### config.mk
export PLATFORM = sky130hd
export DESIGN_NAME = rb_access_arbiter
export DESIGN_NICKNAME = d
export VERILOG_FILES = /design/src/rtl/rb_arb_pkg.sv /design/src/rtl/rb_access_arbiter_toggle_sync.sv /design/src/rtl/rb_access_arbiter.sv
export SDC_FILE = /design/constraint.sdc
export NUM_CORES = 1
export LEC_CHECK = 0
export BUFFER_PORTS_ARGS = -buffer_cell sky130_fd_sc_hd__buf_2
export CAP_MARGIN = 0
export CELL_PAD_IN_SITES_DETAIL_PLACEMENT = 1
export CELL_PAD_IN_SITES_GLOBAL_PLACEMENT = 1
export CORE_UTILIZATION = 30
export CTS_BUF_LIST = sky130_fd_sc_hd__clkbuf_4 sky130_fd_sc_hd__clkbuf_8 sky130_fd_sc_hd__clkbuf_16
export DETAILED_ROUTE_END_ITERATION = 8
export GPL_TIMING_DRIVEN = 0
export PLACE_DENSITY = 0.79
export SLEW_MARGIN = 40
export SYNTH_ARGS = -nofsm -noshare
export SYNTH_HDL_FRONTEND = slang
export SYNTH_SLANG_ARGS = --single-unit
export TNS_END_PERCENT = 20
### constraint.sdc
create_clock -name clk -period 8.1 [get_ports clk]
set_input_delay 1.62 -clock clk [delete_from_list [all_inputs] [get_ports clk]]
set_output_delay 1.62 -clock clk [all_outputs]
set_load 0.1 [all_outputs]
### src/rtl/rb_arb_pkg.sv
// Shared types, default sizes and the round-robin pick used by the register-bank arbiter.
package rb_arb_pkg;

  typedef enum logic [1:0] {
    IDLE,
    ISSUE,
    WAIT,
    RESP
  } arb_state_e;

  localparam int RB_ARB_NREQ = 3;
  localparam int RB_ARB_AW   = 4;
  localparam int RB_ARB_DW   = 32;

  // The pick function is sized for the largest supported requester count.
  localparam int RR_MAX   = 8;
  localparam int RR_IDX_W = 3;

  // First set bit of mask scanning ptr+1 .. ptr (mod n); returns ptr when mask is empty.
  function automatic logic [RR_IDX_W-1:0] rr_pick(
    input logic [RR_MAX-1:0]   mask,
    input logic [RR_IDX_W-1:0] ptr,
    input int                  n
  );
    logic [RR_IDX_W-1:0] win;
    int                  idx;
    win = ptr;
    for (int k = n; k >= 1; k--) begin
      idx = (int'(ptr) + k) % n;
      if (mask[idx[RR_IDX_W-1:0]]) win = RR_IDX_W'(idx);
    end
    return win;
  endfunction

endpackage

### src/rtl/rb_access_arbiter_toggle_sync.sv
// Multi-flop synchronizer for a two-phase toggle signal; clears to 0 on reset.
module toggle_sync #(
  parameter int SYNC_STAGES = 2
) (
  input  logic clk,
  input  logic reset,
  input  logic toggle_i,
  output logic sync_o
);

  logic [SYNC_STAGES-1:0] sync_q;

  always_ff @(posedge clk) begin
    if (reset) begin
      sync_q <= '0;
    end else begin
      sync_q <= {sync_q[SYNC_STAGES-2:0], toggle_i};
    end
  end

  assign sync_o = sync_q[SYNC_STAGES-1];

endmodule

### src/rtl/rb_access_arbiter.sv
// Round-robin arbiter sharing one register-bank port among toggle-handshake requesters.
// Optional build macro RB_ARB_WRITE_PRIO_EN: pending writes win over pending reads.
module rb_access_arbiter
  import rb_arb_pkg::*;
#(
  parameter int NREQ        = RB_ARB_NREQ,
  parameter int AW          = RB_ARB_AW,
  parameter int DW          = RB_ARB_DW,
  parameter int SYNC_STAGES = 2,
  localparam int GW         = (NREQ > 1) ? $clog2(NREQ) : 1
) (
  input  logic               clk,
  input  logic               reset,
  input  logic [NREQ-1:0]    req_toggle,
  input  logic [NREQ-1:0]    req_we,
  input  logic [NREQ*AW-1:0] req_addr,
  input  logic [NREQ*DW-1:0] req_wdata,
  output logic [NREQ-1:0]    ack_toggle,
  output logic [DW-1:0]      rdata,
  output logic [GW-1:0]      grant_id,
  output logic [AW-1:0]      rb_addr,
  output logic               rb_we,
  output logic [DW-1:0]      rb_wdata,
  output logic               rb_trigger,
  input  logic               rb_ack,
  input  logic [DW-1:0]      rb_rdata
);

  arb_state_e        state_q, state_d;
  logic [NREQ-1:0]   ack_q, ack_d;
  logic [DW-1:0]     rdata_q, rdata_d;
  logic [GW-1:0]     grant_id_q, grant_id_d;
  logic [GW-1:0]     last_grant_q, last_grant_d;
  logic [AW-1:0]     rb_addr_q, rb_addr_d;
  logic              rb_we_q, rb_we_d;
  logic [DW-1:0]     rb_wdata_q, rb_wdata_d;
  logic              rb_trigger_q, rb_trigger_d;

  logic [NREQ-1:0]   req_sync;
  logic              rb_ack_sync;
  logic [NREQ-1:0]   pending;
  logic [RR_MAX-1:0] arb_mask;
  logic [GW-1:0]     pick;

  generate
    for (genvar gi = 0; gi < NREQ; gi++) begin : g_req_sync
      toggle_sync #(.SYNC_STAGES(SYNC_STAGES)) u_req_sync (
        .clk      (clk),
        .reset    (reset),
        .toggle_i (req_toggle[gi]),
        .sync_o   (req_sync[gi])
      );
    end
  endgenerate

  toggle_sync #(.SYNC_STAGES(SYNC_STAGES)) u_ack_sync (
    .clk      (clk),
    .reset    (reset),
    .toggle_i (rb_ack),
    .sync_o   (rb_ack_sync)
  );

  // A requester is owed an access while its synchronized toggle differs from its ack.
  assign pending = req_sync ^ ack_q;

  always_comb begin
    arb_mask             = '0;
    arb_mask[NREQ-1:0]   = pending;
`ifdef RB_ARB_WRITE_PRIO_EN
    if (|(pending & req_we)) arb_mask[NREQ-1:0] = pending & req_we;
`endif
    pick = GW'(rr_pick(arb_mask, RR_IDX_W'(last_grant_q), NREQ));
  end

  always_comb begin
    state_d      = state_q;
    ack_d        = ack_q;
    rdata_d      = rdata_q;
    grant_id_d   = grant_id_q;
    last_grant_d = last_grant_q;
    rb_addr_d    = rb_addr_q;
    rb_we_d      = rb_we_q;
    rb_wdata_d   = rb_wdata_q;
    rb_trigger_d = rb_trigger_q;
    case (state_q)
      IDLE: begin
        if (|pending) begin
          grant_id_d = pick;
          rb_addr_d  = req_addr[pick*AW +: AW];
          rb_we_d    = req_we[pick];
          rb_wdata_d = req_wdata[pick*DW +: DW];
          state_d    = ISSUE;
        end
      end
      ISSUE: begin
        rb_trigger_d = ~rb_trigger_q;
        state_d      = WAIT;
      end
      WAIT: begin
        // Bank is done once its synchronized ack has caught up with our trigger.
        if (rb_ack_sync == rb_trigger_q) begin
          if (!rb_we_q) rdata_d = rb_rdata;
          state_d = RESP;
        end
      end
      RESP: begin
        ack_d[grant_id_q] = ~ack_q[grant_id_q];
        last_grant_d      = grant_id_q;
        state_d           = IDLE;
      end
      default: state_d = IDLE;
    endcase
  end

  always_ff @(posedge clk) begin
    if (reset) begin
      state_q      <= IDLE;
      ack_q        <= '0;
      rdata_q      <= '0;
      grant_id_q   <= '0;
      last_grant_q <= GW'(NREQ - 1);
      rb_addr_q    <= '0;
      rb_we_q      <= 1'b0;
      rb_wdata_q   <= '0;
      rb_trigger_q <= 1'b0;
    end else begin
      state_q      <= state_d;
      ack_q        <= ack_d;
      rdata_q      <= rdata_d;
      grant_id_q   <= grant_id_d;
      last_grant_q <= last_grant_d;
      rb_addr_q    <= rb_addr_d;
      rb_we_q      <= rb_we_d;
      rb_wdata_q   <= rb_wdata_d;
      rb_trigger_q <= rb_trigger_d;
    end
  end

  assign ack_toggle = ack_q;
  assign rdata      = rdata_q;
  assign grant_id   = grant_id_q;
  assign rb_addr    = rb_addr_q;
  assign rb_we      = rb_we_q;
  assign rb_wdata   = rb_wdata_q;
  assign rb_trigger = rb_trigger_q;

endmodule
# Word level (Yosys, flattened, before mapping)
# Cells that the tools add are included.
[totals] register_bits=87 latch_bits=0 ram_bits=0 rom_bits=0 in_bits=149 output_inout_bits=75 wordCells=62 memories=0
[op_classes] add_sub_neg=3 n_mul=0 n_div=3 magnitude_cmp=6 eq_ne=6 shifts=2 n_mux=19 bitwise=4 n_reduce_logical=6
[op_table] cell="modulo 32 x 3 -> 32 bit, second input constant" count=3
[op_table] cell="indexed part select 96 x 8 -> 32 bit" count=1
[op_table] cell="< comparator 3 x 4 -> 1 bit, second input constant" count=3
[op_table] cell="indexed part select 12 x 5 -> 4 bit" count=1
[op_table] cell="2-to-1 mux 2 bit" count=5
[op_table] cell="binary-select mux 1 bit (select 3 bit)" count=3
[op_table] cell="one-hot mux 2 bit (4 select lines)" count=1
[op_table] cell="adder 2 x 2 -> 3 bit, second input constant" count=2
[op_table] cell="< comparator 2 x 3 -> 1 bit, second input constant" count=2
[op_table] cell="2-to-1 mux 1 bit" count=6
[op_table] cell="binary-select mux 1 bit (select 2 bit)" count=2
[op_table] cell="== test 2 bit, second input constant" count=2
[op_table] cell="inequality test 2 bit, second input constant" count=2
[op_table] cell="AND reduction 2 bit" count=2
[op_table] cell="adder 2 x 1 -> 3 bit, second input constant" count=1
[op_table] cell="bitwise mux 3 bit" count=1
[op_table] cell="NOT 1 bit" count=3
[op_table] cell="AND reduction 3 bit" count=1
[op_table] cell="OR reduction 3 bit" count=1
[op_table] cell="XOR 3 bit" count=1
[op_table] cell="demux 1 bit (select 2 bit)" count=1
[op_table] cell="== test 2 x 1 -> 1 bit, second input constant" count=1
[op_table] cell=">= comparator 2 x 1 -> 1 bit, second input constant" count=1
[op_table] cell="logical NOT 2 bit" count=1
[op_table] cell="2 further kinds" count=2

# Longest topological paths before layout
# Gate-level depths: netlist of the first run.
[depth] ltp_word=9 mapped_depth=11

# Modules after synthesis
# From an unflattened synthesis of the first run, not the netlist that was laid out.
[unflattened] cells_unflattened=496 hier_area_um2=4195.3
[by_module_without_submodules] mod="rb_access_arbiter" n_inst=1 cells_per_inst=480 area_per_inst_um2=3985.1 seq_area_each_um2=1581.5
[by_module_without_submodules] mod="toggle_sync" n_inst=4 cells_per_inst=4 area_per_inst_um2=52.6 seq_area_each_um2=40.0

# Worst setup path before layout of the first run
# Ideal clock, no wire load.
[synth_path] path_type="register to register" from="register ack_q[2], in the netlist ack_toggle[2]" to="register rb_addr_q[0], in the netlist rb_addr[0]" setup_ns=0.128 arrival_time_ns=2.756 required_ns=7.972 slack_ns=5.216 stages_incl_launch_ff=9 path_cell_list="dfxtp_1 > xnor2_2 > a2111oi_4 > nor4_2 > o32ai_2 > buf_6 > buf_12 > mux2i_1 > o221ai_2"
[synth_via] elab_chain_cells=7 word_cells_on_any_way=13
[synth_rtl] item="start, declared" line_no="rb_access_arbiter.sv:30" rtl="logic [NREQ-1:0] ack_q, ack_d;"
[synth_rtl] item="start signal, assigned" line_no="rb_access_arbiter.sv:128" rtl="ack_q <= ack_d;"
[synth_rtl] item="XOR 3 bit *" line_no="rb_access_arbiter.sv:64" rtl="assign pending = req_sync ^ ack_q;"
[synth_rtl] item="binary-select mux 1 bit (select 3 bit)" line_no="rb_arb_pkg.sv:30" rtl="if (mask[idx[RR_IDX_W-1:0]]) win = RR_IDX_W'(idx);"
[synth_rtl] item="2-to-1 mux 1 bit (implied by the code)" line_no="rb_arb_pkg.sv:30"
[synth_rtl] item="2-to-1 mux 2 bit (3 in series)" line_no="rb_arb_pkg.sv:30"
[synth_rtl] item="indexed part select 12 x 5 -> 4 bit" line_no="rb_access_arbiter.sv:89" rtl="rb_addr_d = req_addr[pick*AW +: AW];"
[synth_rtl] item="end signal, assigned" line_no="rb_access_arbiter.sv:132" rtl="rb_addr_q <= rb_addr_d;"
[synth_rtl] item="end, declared" line_no="rb_access_arbiter.sv:34" rtl="logic [AW-1:0] rb_addr_q, rb_addr_d;"
# Mark *: on every way between the ends. The rest lies on a longest branch, timed or not. The select of a mux whose other input is x is not followed.
# A chain may end at the register's enable or synchronous reset.

# Final worst setup path of the first run
[layout_path] from="register last_grant_q[1]" to="register rb_wdata_q[20], in the netlist rb_wdata[20]"
[layout_via] elab_chain_cells=8 word_cells_on_any_way=16
[layout_rtl] item="start, declared" line_no="rb_access_arbiter.sv:33" rtl="logic [GW-1:0] last_grant_q, last_grant_d;"
[layout_rtl] item="start signal, assigned" line_no="rb_access_arbiter.sv:121" rtl="last_grant_q <= GW'(NREQ - 1);"
[layout_rtl] item="start signal, assigned" line_no="rb_access_arbiter.sv:131" rtl="last_grant_q <= last_grant_d;"
[layout_rtl] item="adder 2 x 2 -> 3 bit" line_no="rb_arb_pkg.sv:29" rtl="idx = (int'(ptr) + k) % n;"
[layout_rtl] item="modulo 32 x 3 -> 32 bit" line_no="rb_arb_pkg.sv:29"
[layout_rtl] item="binary-select mux 1 bit (select 3 bit)" line_no="rb_arb_pkg.sv:30"
[layout_rtl] item="2-to-1 mux 1 bit (implied by the code)" line_no="rb_arb_pkg.sv:30"
[layout_rtl] item="2-to-1 mux 2 bit (2 in series)" line_no="rb_arb_pkg.sv:30"
[layout_rtl] item="2-to-1 mux 2 bit *" line_no="rb_arb_pkg.sv:30"
[layout_rtl] item="indexed part select 96 x 8 -> 32 bit *" line_no="rb_access_arbiter.sv:91" rtl="rb_wdata_d = req_wdata[pick*DW +: DW];"
[layout_rtl] item="end signal, assigned" line_no="rb_access_arbiter.sv:134" rtl="rb_wdata_q <= rb_wdata_d;"
[layout_rtl] item="end, declared" line_no="rb_access_arbiter.sv:36" rtl="logic [DW-1:0] rb_wdata_q, rb_wdata_d;"
# Marks and branches as above.

==> impl_metrics.csv, run 1 <==
group,metric,value,unit
floorplan,die_y,122,um
logic_synthesis,synthAdderAreaFrac,0.0346,
logic_synthesis,ys_seq_elements,87,
cts,clkSinkCount,87,
finish,syn2layout_area_growth,38.2,%
finish,n_antenna_cell,0,
sta,min_period_over_period,0.382,
cts,clk_path_buf_depth,2,
logic_synthesis,synth_mux_area_frac,0.0944,
sta,finalSetupViolCount,0,
critical_path,worstPathMaxFanout,10,
logic_synthesis,synth.top_cell.area_share,0.401,
place,dp_hpwl,11800,um
logic_synthesis,synth-simple-area-share,0.154,
floorplan,die_area,15000,um2
critical_path,crit_buf_inv,3,
sta,maxSlewHeadroom,0.540,
cts,post_cts_resized,0,
logic_synthesis,seq_area_frac_synth,0.401,
critical_path,crit_chain,"inv_1, ha_1, a21oi_1, nor3b_1, nor4_2, o32ai_2, buf_6, buf_12, mux2i_1, o221ai_2",
place,dp_slack,4.97,ns
critical_path,crit_arrival,3.31,ns
logic_synthesis,synth_compound_area_frac,0.207,
cts,hold_buffers,0,
logic_synthesis,synth_cell_types,52,
critical_path,cp-start-kind,"flip-flop",
detailed_routing,wl,14600,um
sta,worst_slew_pin_slew,0.688,ns
critical_path,ff2ff_setup_slack,5.01,ns
detailed_routing,wl_per_cell,16.6,um
finish,layout.nets,855,
logic_synthesis,yosys.area.top_type,"dfxtp_1",
cts,cts_root_buffer,"clkbuf_16",
logic_synthesis,syn_area,4350,um2
global_routing,grt_pass1_vias,4514,
power_and_ir_drop,peakVddDrop,0.154,mV
cts,cts_max_level,3,
sta,fin_ws,5.01,ns
power_and_ir_drop,leakagePower,3.05,nW
sta,clock.fmax,323,MHz
place,gp_congestion,0.824,
sta,rsz0062_at_grt,"no",
global_routing,grt_overflow_total,0,
worst_hold_path,hold_start,"g_req_sync[1].u_req_sync.sync_q[0]$_SDFF_PP0_",
worst_hold_path,whs_path_depth,1,
logic_synthesis,synth_nets,622,
global_routing,grt_max_degree,16,
critical_path,cpPeakStageDelay,0.46,ns
cts,clk_pin_slew,0.06,ns
detailed_routing,drc,0,
logic_synthesis,synth_edf_count,0,
logic_synthesis,ys.warnings.count,0,
sta,hold_violations,0,
cts,cts_buffers,9,
power_and_ir_drop,p_per_area,353,nW/um2
cts,post-cts-setup-buffers,0,
logic_synthesis,synth_top_family_by_area,"compound AO/OA/AOI/OAI gates",
logic_synthesis,synthXorXnorAreaFrac,0.0199,
detailed_routing,first_pass_iters,4,
detailed_routing,vias,4255,
global_routing,gr-usage-all-layers,0.190,
worst_hold_path,hold_class,"reg -> reg",
logic_synthesis,synth_async_sr_flop_share,0,
cts,cts_tree,"built",
cts,clock_latency,0.34,ns
sta,fin_setup_tns,0,ns
floorplan,ioPinCount,224,
logic_synthesis,avgSynthCellArea,9.43,um2
place,io_buffers,222,
critical_path,crit_required,8.32,ns
global_routing,grt_pass1_wl,21700,um
status,status,"finished, final reports clean",
detailed_routing,ant_nets,0,
detailed_routing,viasPerCell,4.84,
logic_synthesis,post_synth_inst_count,461,
sta,slew_viol_final,0,
critical_path,crit_family,"compound AO/OA/AOI/OAI gates",
global_routing,antenna_found_initial,0,
floorplan,rows,43,
critical_path,end_kind,"flip-flop",
worst_hold_path,hold_end,"g_req_sync[1].u_req_sync.sync_q[1]$_SDFF_PP0_",
critical_path,r2r_end,"rb_wdata[20]$_SDFFE_PP0P_",
power_and_ir_drop,finalPower,0.00212,W
finish,drive_gt1_frac,0.428,
sta,skew,0.00708,ns
floorplan,die_w,122,um
critical_path,cpMaxStageDelayCell,"dfxtp_1",
floorplan,initial_core_util,0.311,
sta,fin_crit,3.09,ns
detailed_routing,drt_iter0_markers,75,
critical_path,r2r-start,"last_grant_q[1]$_SDFFE_PP1P_",
critical_path,setup.worst_path.class,"reg -> reg",
logic_synthesis,synth_area_leaders,"dfxtp_1, o221ai_2, mux2i_1",
floorplan,coreArea,14000,um2
critical_path,reg2reg_depth,10,
logic_synthesis,synth-main-ff-cell,"dfxtp_1",
flow_run,cap_violations,0,
[cell usage after synthesis, types with 2 or more instances]
cell type    n
inv_1       44
buf_6        7
nor3_1       3
xor2_1       4
nor2_1      11
nor2b_1      8
o221ai_1     6
or3_2        2
buf_12       3
ha_1        12
nand2_1    106
nor3b_1      4
a21oi_1     37
dfxtp_1     87
nand3_1      2
o221ai_2    31
mux2i_1     41
clkbuf_1    16
xnor2_1      4
[report_power, final]
group,internal (W),switching (W)
clock,0.000271,0.000174
combinational,0.000232,0.000864
sequential,0.000519,0.0000573
total,0.00102,0.00110
[cell families (layout without fill, tap and decap cells)]
group	after synthesis	in the layout
AND/OR/NAND/NOR	148	148
AO/OA/AOI/OAI	92	92
flip-flops	87	87
buffers and inverters	72	310
multiplexers	41	41
adder cells (fa/ha/maj)	12	12
XOR/XNOR	9	9
[per-stage QoR]
step / utilization / hold WS (ns) / instances / cell area [um2]
2_1_floorplan: - / 0.414 / 461 / 4350
3_3_place_gp: 0.406 / 0.417 / 863 / 5680
3_5_place_dp: 0.406 / 0.427 / 863 / 5680
4_1_cts: 0.429 / 0.442 / 879 / 6000
5_1_grt: 0.429 / 0.461 / 879 / 6000
6_report: 0.429 / 0.437 / 879 / 6000
[state kept, by name, summed over array words and instances, names as in the netlist]
| name | count |
|---|---|
| u_ack_sync.sync_q | 2 |
| g_req_sync.u_req_sync.sync_q | 6 |
| rb_wdata | 32 |
| last_grant_q | 2 |
| rdata | 32 |
| rb_trigger | 1 |
| rb_addr | 4 |
| ack_toggle | 3 |
| rb_we | 1 |
| state_q | 2 |
| grant_id | 2 |
[routing by layer]
layer  up-vias  routed length [um]  global-route usage
met1      2003                5590               0.196
met2       175                7410               0.350
met4         0                 447              0.0991
li1       2048                   -                   -
met5         -                   0                   0
met3        29                1150              0.0507
[layout by cell type (no fill, tap or decap), types with 3 or more instances in the layout]
cell type / netlist / routed
a21oi_1: 37 / 37
buf_12: 3 / 3
buf_2: 0 / 222
buf_6: 7 / 7
clkbuf_1: 16 / 16
clkbuf_16: 0 / 9
dfxtp_1: 87 / 87
ha_1: 12 / 12
inv_1: 44 / 44
mux2i_1: 41 / 41
nand2_1: 106 / 106
nor2_1: 11 / 10
nor2b_1: 8 / 8
nor3_1: 3 / 3
nor3b_1: 4 / 4
o221ai_1: 6 / 6
o221ai_2: 31 / 31
xnor2_1: 4 / 4
xor2_1: 4 / 4
[layout make-up]
class	instances	area, um2
Fill cell	1708	7980
Multi-Input combinational cell	302	2220
Sequential cell	87	1740
Timing Repair Buffer	222	1110
Clock buffer	9	225
Tap cell	180	225
Buffer	28	220
Inverter	44	165
Clock inverter	7	95.1
[worst max path at each step]
stage,from,slack [ns],depth (start not counted),to
2_1_floorplan,ack_toggle[2]$_SDFFE_PP0P_,5.22,8,rb_addr[0]$_SDFFE_PP0P_
6_report,last_grant_q[1]$_SDFFE_PP1P_,5.01,10,rb_wdata[20]$_SDFFE_PP0P_
3_5_place_dp,reset,4.97,5,rb_wdata[9]$_SDFFE_PP0P_
5_1_grt,last_grant_q[1]$_SDFFE_PP1P_,4.81,10,rb_wdata[30]$_SDFFE_PP0P_
4_1_cts,last_grant_q[1]$_SDFFE_PP1P_,4.98,10,rb_wdata[20]$_SDFFE_PP0P_
3_3_place_gp,reset,4.69,5,rb_wdata[3]$_SDFFE_PP0P_
(Power assumes the default switching activity.)
==> run 2, diff against run 1 <==
==> constraint.sdc (replaced) <==
create_clock -name clk -period 3.1 [get_ports clk]
set_input_delay 0.62 -clock clk [delete_from_list [all_inputs] [get_ports clk]]
set_output_delay 0.62 -clock clk [all_outputs]
set_load 0.1 [all_outputs]
==> run 2 against run 1 <==
Die area unchanged; maximum frequency is 7.9% higher; highest routed layer unchanged; largest power group unchanged; wire length increased by 1.0%; final cell count grew 0.80%; via count up 1.4%; hold slack about the same; count of clock-buffer cells in the layout is the same; core utilization is 0.54 points higher; largest cell class unchanged.
==> impl_metrics.csv, run 2 (synthesized netlist as in run 1, its figures left out) <==
group,metric,value,unit
detailed_routing,wl_per_cell,16.6,um
critical_path,end_kind,"flip-flop",
detailed_routing,vias,4313,
cts,clkSinkCount,87,
place,dp_slack,-0.00617,ns
place,placed_area,5680,um2
place,io_buffers,222,
cts,clock_latency,0.34,ns
global_routing,grt_overflow_total,0,
critical_path,crit_required,3.36,ns
sta,finalSetupViolCount,0,
floorplan,die_w,122,um
power_and_ir_drop,p_per_area,917,nW/um2
global_routing,antenna_found_initial,0,
finish,fillers,1707,
sta,min_period_over_period,0.924,
status,status,"finished, final reports clean",
global_routing,grt_pass1_vias,4522,
place,place_inst,863,
finish,fin_area,6080,um2
detailed_routing,ant_nets,0,
cts,hold_buffers,0,
critical_path,crit_chain,"inv_1, ha_1, clkbuf_8, or4b_4, nor3b_1, a22oi_2, buf_4, nand4_4, buf_6, o221ai_2",
finish,layout_common_cells,"buf_2, nand2_1, dfxtp_1",
detailed_routing,wl,14800,um
power_and_ir_drop,peakVddDrop,0.403,mV
detailed_routing,viasPerCell,4.87,
finish,final_core_util,0.435,
finish,layout.nets,862,
cts,cts_buffers,9,
critical_path,worstPathMaxFanout,10,
cts,clk_path_buf_depth,2,
critical_path,setup.worst_path.class,"reg -> reg",
worst_hold_path,hold_class,"reg -> reg",
floorplan,initial_core_util,0.311,
sta,rsz0062_at_grt,"no",
global_routing,grt_pass1_wl,21700,um
place,gp_congestion,0.824,
sta,fin_crit,2.87,ns
cts,cts_max_level,3,
sta,skew,0.00687,ns
floorplan,die_y,122,um
detailed_routing,drc,0,
critical_path,crit_buf_inv,4,
cts,cts_tree,"built",
critical_path,cpMaxStageDelayCell,"or4b_4",
critical_path,cp-start-kind,"flip-flop",
finish,instances_no_fill,886,
cts,cts_root_buffer,"clkbuf_16",
sta,fin_ws,0.234,ns
cts,clk_pin_slew,0.06,ns
floorplan,ioPinCount,224,
critical_path,crit_family,"simple AND/OR/NAND/NOR gates",
finish,drive_gt1_frac,0.438,
place,dp_hpwl,11800,um
power_and_ir_drop,leakagePower,3.09,nW
sta,worst_slew_pin_slew,0.688,ns
floorplan,die_area,15000,um2
finish,n_antenna_cell,0,
finish,final_common_cell,"buf_2",
sta,fin_setup_tns,0,ns
critical_path,cpPeakStageDelay,0.55,ns
detailed_routing,first_pass_iters,4,
sta,slew_viol_final,0,
sta,maxSlewHeadroom,0.540,
flow_run,cap_violations,0,
critical_path,crit_arrival,3.13,ns
detailed_routing,drt_iter0_markers,61,
floorplan,coreArea,14000,um2
global_routing,gr-usage-all-layers,0.190,
floorplan,rows,43,
global_routing,grt_max_degree,16,
sta,hold_violations,0,
finish,syn2layout_area_growth,39.9,%
sta,clock.fmax,349,MHz
run 2: worst paths after layout:
check	start	to	slack, ns	cells past startpoint
max	last_grant_q[0]$_SDFFE_PP0P_	rb_wdata[0]$_SDFFE_PP0P_	0.23	10
min	g_req_sync[1].u_req_sync.sync_q[0]$_SDFF_PP0_	g_req_sync[1].u_req_sync.sync_q[1]$_SDFF_PP0_	0.44	1
max reg2reg	last_grant_q[0]$_SDFFE_PP0P_	rb_wdata[0]$_SDFFE_PP0P_	0.23	10
min reg2reg	g_req_sync[1].u_req_sync.sync_q[0]$_SDFF_PP0_	g_req_sync[1].u_req_sync.sync_q[1]$_SDFF_PP0_	0.44	1
run 2: where the power goes:
| part | switching (W) | internal [W] | leakage (nW) |
|---|---|---|---|
| clock network | 0.000456 | 0.000707 | 0.156 |
| registers | 0.000149 | 0.00136 | 0.708 |
| logic | 0.00227 | 0.000639 | 2.22 |
run 2: cell type report:
class / count / area (um2) / share of cell area
multi-input combinational: 302 / 2230 / 0.367
buffer: 28 / 220 / 0.0362
clock buffer: 9 / 225 / 0.0370
clock inverter: 7 / 95.1 / 0.0156
tap: 180 / 225 / 0.0370
timing repair buffer: 229 / 1180 / 0.193
sequential: 87 / 1740 / 0.287
inverter: 44 / 165 / 0.0272
run 2: metrics by stage:
| stage | hold WS (ns) | total power, W |
|---|---|---|
| final | 0.437 | 0.00558 |
| after global routing | 0.461 | 0.00582 |
| after CTS | 0.442 | 0.00561 |
| after detailed placement | 0.427 | 0.00442 |
| after global placement | 0.417 | 0.00434 |
| after floorplan | 0.414 | 0.00384 |
run 2: per-layer routing:
| layer | vias to the layer above | share of wire | track usage |
|---|---|---|---|
| li1 | 2064 | - | - |
| met1 | 2028 | 0.38 | 0.196 |
| met2 | 189 | 0.51 | 0.351 |
| met3 | 32 | 0.082 | 0.0507 |
| met4 | 0 | 0.032 | 0.0991 |
| met5 | - | 0 | 0 |
run 2: timing repair:
action | 4_1_cts | 5_1_grt
resized for setup | 1 | 3
pin swaps | 0 | 2
setup endpoints to repair | 5 | 30
buffers inserted | 0 | 7
==> run 3, diff against run 2 <==
--- a/config.mk
+++ b/config.mk
@@ -14,6 +14,7 @@
 export DETAILED_ROUTE_END_ITERATION = 8
 export GPL_TIMING_DRIVEN = 0
 export PLACE_DENSITY = 0.79
+export REMOVE_ABC_BUFFERS = 1
 export SLEW_MARGIN = 40
 export SYNTH_ARGS = -nofsm -noshare
 export SYNTH_HDL_FRONTEND = slang
==> run 3 against run 2 <==
Setup slack improved by 0.0029 ns; via count decreased by 2.0%; power down 0.38%; final cell count decreased by 0.90%; wire length fell by 4.9%; count of clock-buffer cells in the layout did not move; critical path type unchanged; largest cell class unchanged; highest routed layer unchanged.
==> impl_metrics.csv, run 3 (synthesized netlist as in run 1, its figures left out) <==
group,metric,value,unit
global_routing,antenna_found_initial,0,
power_and_ir_drop,leakagePower,3.09,nW
global_routing,grt_pass1_vias,4405,
global_routing,grt_pass1_wl,21100,um
sta,fin_ws,0.237,ns
critical_path,r2r-start,"last_grant_q[0]$_SDFFE_PP0P_",
floorplan,coreArea,14000,um2
power_and_ir_drop,clock_power_share,0.196,
power_and_ir_drop,switching_share,0.520,
flow_run,cap_violations,0,
detailed_routing,drt_iter0_markers,140,
power_and_ir_drop,p_seq_frac,0.269,
sta,hold_violations,0,
finish,n_antenna_cell,0,
cts,cts_max_level,3,
cts,clk_path_buf_depth,2,
detailed_routing,first_pass_iters,4,
global_routing,gr-usage-all-layers,0.183,
place,dp_slack,-0.713,ns
critical_path,cp-start-kind,"flip-flop",
sta,rsz0062_at_grt,"no",
sta,min_period_over_period,0.923,
power_and_ir_drop,p_int,0.00267,W
critical_path,end_kind,"flip-flop",
floorplan,rows,43,
cts,clkSinkCount,87,
floorplan,die_y,122,um
sta,slew_viol_final,0,
power_and_ir_drop,switchingPower,0.00289,W
detailed_routing,ant_nets,0,
detailed_routing,drc,0,
cts,clk_pin_slew,0.06,ns
floorplan,die_area,15000,um2
critical_path,startpoint,"last_grant_q[0]$_SDFFE_PP0P_",
critical_path,setup.worst_path.class,"reg -> reg",
detailed_routing,vias,4226,
cts,hold_buffers,0,
cts,cts_root_buffer,"clkbuf_16",
sta,fin_crit,2.86,ns
sta,skew,0.00881,ns
worst_hold_path,whs_path_depth,1,
finish,syn2layout_area_growth,41.8,%
status,status,"finished, final reports clean",
critical_path,crit_required,3.32,ns
cts,cts_buffers,9,
cts,cts_tree,"built",
place,dp_hpwl,10400,um
power_and_ir_drop,p_per_area,901,nW/um2
finish,final_core_util,0.441,
global_routing,grt_overflow_total,0,
finish,final_common_cell,"buf_2",
global_routing,grt_max_degree,51,
power_and_ir_drop,peakVddDrop,0.420,mV
floorplan,initial_core_util,0.311,
floorplan,ioPinCount,224,
sta,worst_slew_pin_slew,0.654,ns
sta,clock.fmax,349,MHz
place,io_buffers,223,
critical_path,reg2reg_depth,11,
critical_path,worstPathMaxFanout,12,
detailed_routing,wl,14000,um
floorplan,die_w,122,um
sta,finalSetupViolCount,0,
sta,maxSlewHeadroom,0.564,
finish,drive_gt1_frac,0.471,
detailed_routing,viasPerCell,4.81,
worst_hold_path,hold_class,"reg -> reg",
finish,layout_common_cells,"buf_2, nand2_1, dfxtp_1",
critical_path,crit_arrival,3.08,ns
worst_hold_path,hold_start,"g_req_sync[1].u_req_sync.sync_q[0]$_SDFF_PP0_",
cts,clock_latency,0.35,ns
detailed_routing,wl_per_cell,16.0,um
power_and_ir_drop,combPwrFrac,0.535,
finish,layout.nets,854,
place,gp_congestion,0.778,
==> run 3: layer usage <==
| metal | GRT usage | wire (um) |
|---|---|---|
| met5 | 0 | 0 |
| met4 | 0.0556 | 267 |
| met3 | 0.0637 | 1100 |
| met2 | 0.340 | 7210 |
| met1 | 0.193 | 5450 |
==> run 3: final cells by class <==
class,count,area (um2)
multi-input cells,303,2330
flip-flops and latches,87,1740
clock buffers,9,225
clock inverters,7,73.8
fillers,1713,7830
well taps,180,225
repair buffers,248,1400
inverters,44,165
==> run 3: path summary, 6_finish.rpt <==
| check | end | slack, ns |
|---|---|---|
| setup / recovery | rb_wdata[24]$_SDFFE_PP0P_ | 0.24 |
| hold / removal | g_req_sync[1].u_req_sync.sync_q[1]$_SDFF_PP0_ | 0.44 |
| setup reg to reg | rb_wdata[24]$_SDFFE_PP0P_ | 0.24 |
| hold reg to reg | g_req_sync[1].u_req_sync.sync_q[1]$_SDFF_PP0_ | 0.44 |
==> run 3: what timing repair did <==
| item | 4_1_cts | 5_1_grt |
|---|---|---|
| resized for setup | 13 | 8 |
| pin swaps | 4 | 1 |
| setup endpoints to repair | 37 | 25 |
| gates cloned | 1 | 0 |
| setup buffers | 5 | 12 |
==> run 3: worst max-delay path, stage by stage (launching register included) <==
cell	delay, ns
dfxtp_2	0.38
inv_2	0.11
ha_4	0.32
a21oi_1	0.24
nor3b_4	0.33
nor4_4	0.09
o32ai_4	0.29
buf_12	0.18
buf_6	0.17
buf_6	0.20
mux2i_2	0.27
o221ai_2	0.13
==> run 3: per-stage QoR <==
step | setup TNS [ns] | total power [W] | std cells | instance area, um2 | hold WS, ns
2_1_floorplan | -66.03 | 0.00377 | 433 | 4130 | 0.414
3_3_place_gp | -105.67 | 0.00425 | 836 | 5470 | 0.418
3_5_place_dp | -19.74 | 0.00438 | 845 | 5610 | 0.431
4_1_cts | 0 | 0.00557 | 866 | 6040 | 0.444
5_1_grt | 0 | 0.00581 | 878 | 6160 | 0.459
6_report | 0 | 0.00555 | 878 | 6160 | 0.438
==> run 3: power groups by stage <==
stage	logic (W)	clock network, W	registers (W)
after detailed placement	0.00286	0	0.00152
after global routing	0.00311	0.00117	0.00153
final	0.00297	0.00109	0.00150
after global placement	0.00275	0	0.00150
after floorplan	0.000701	0	0.00306
after CTS	0.00294	0.00113	0.00150
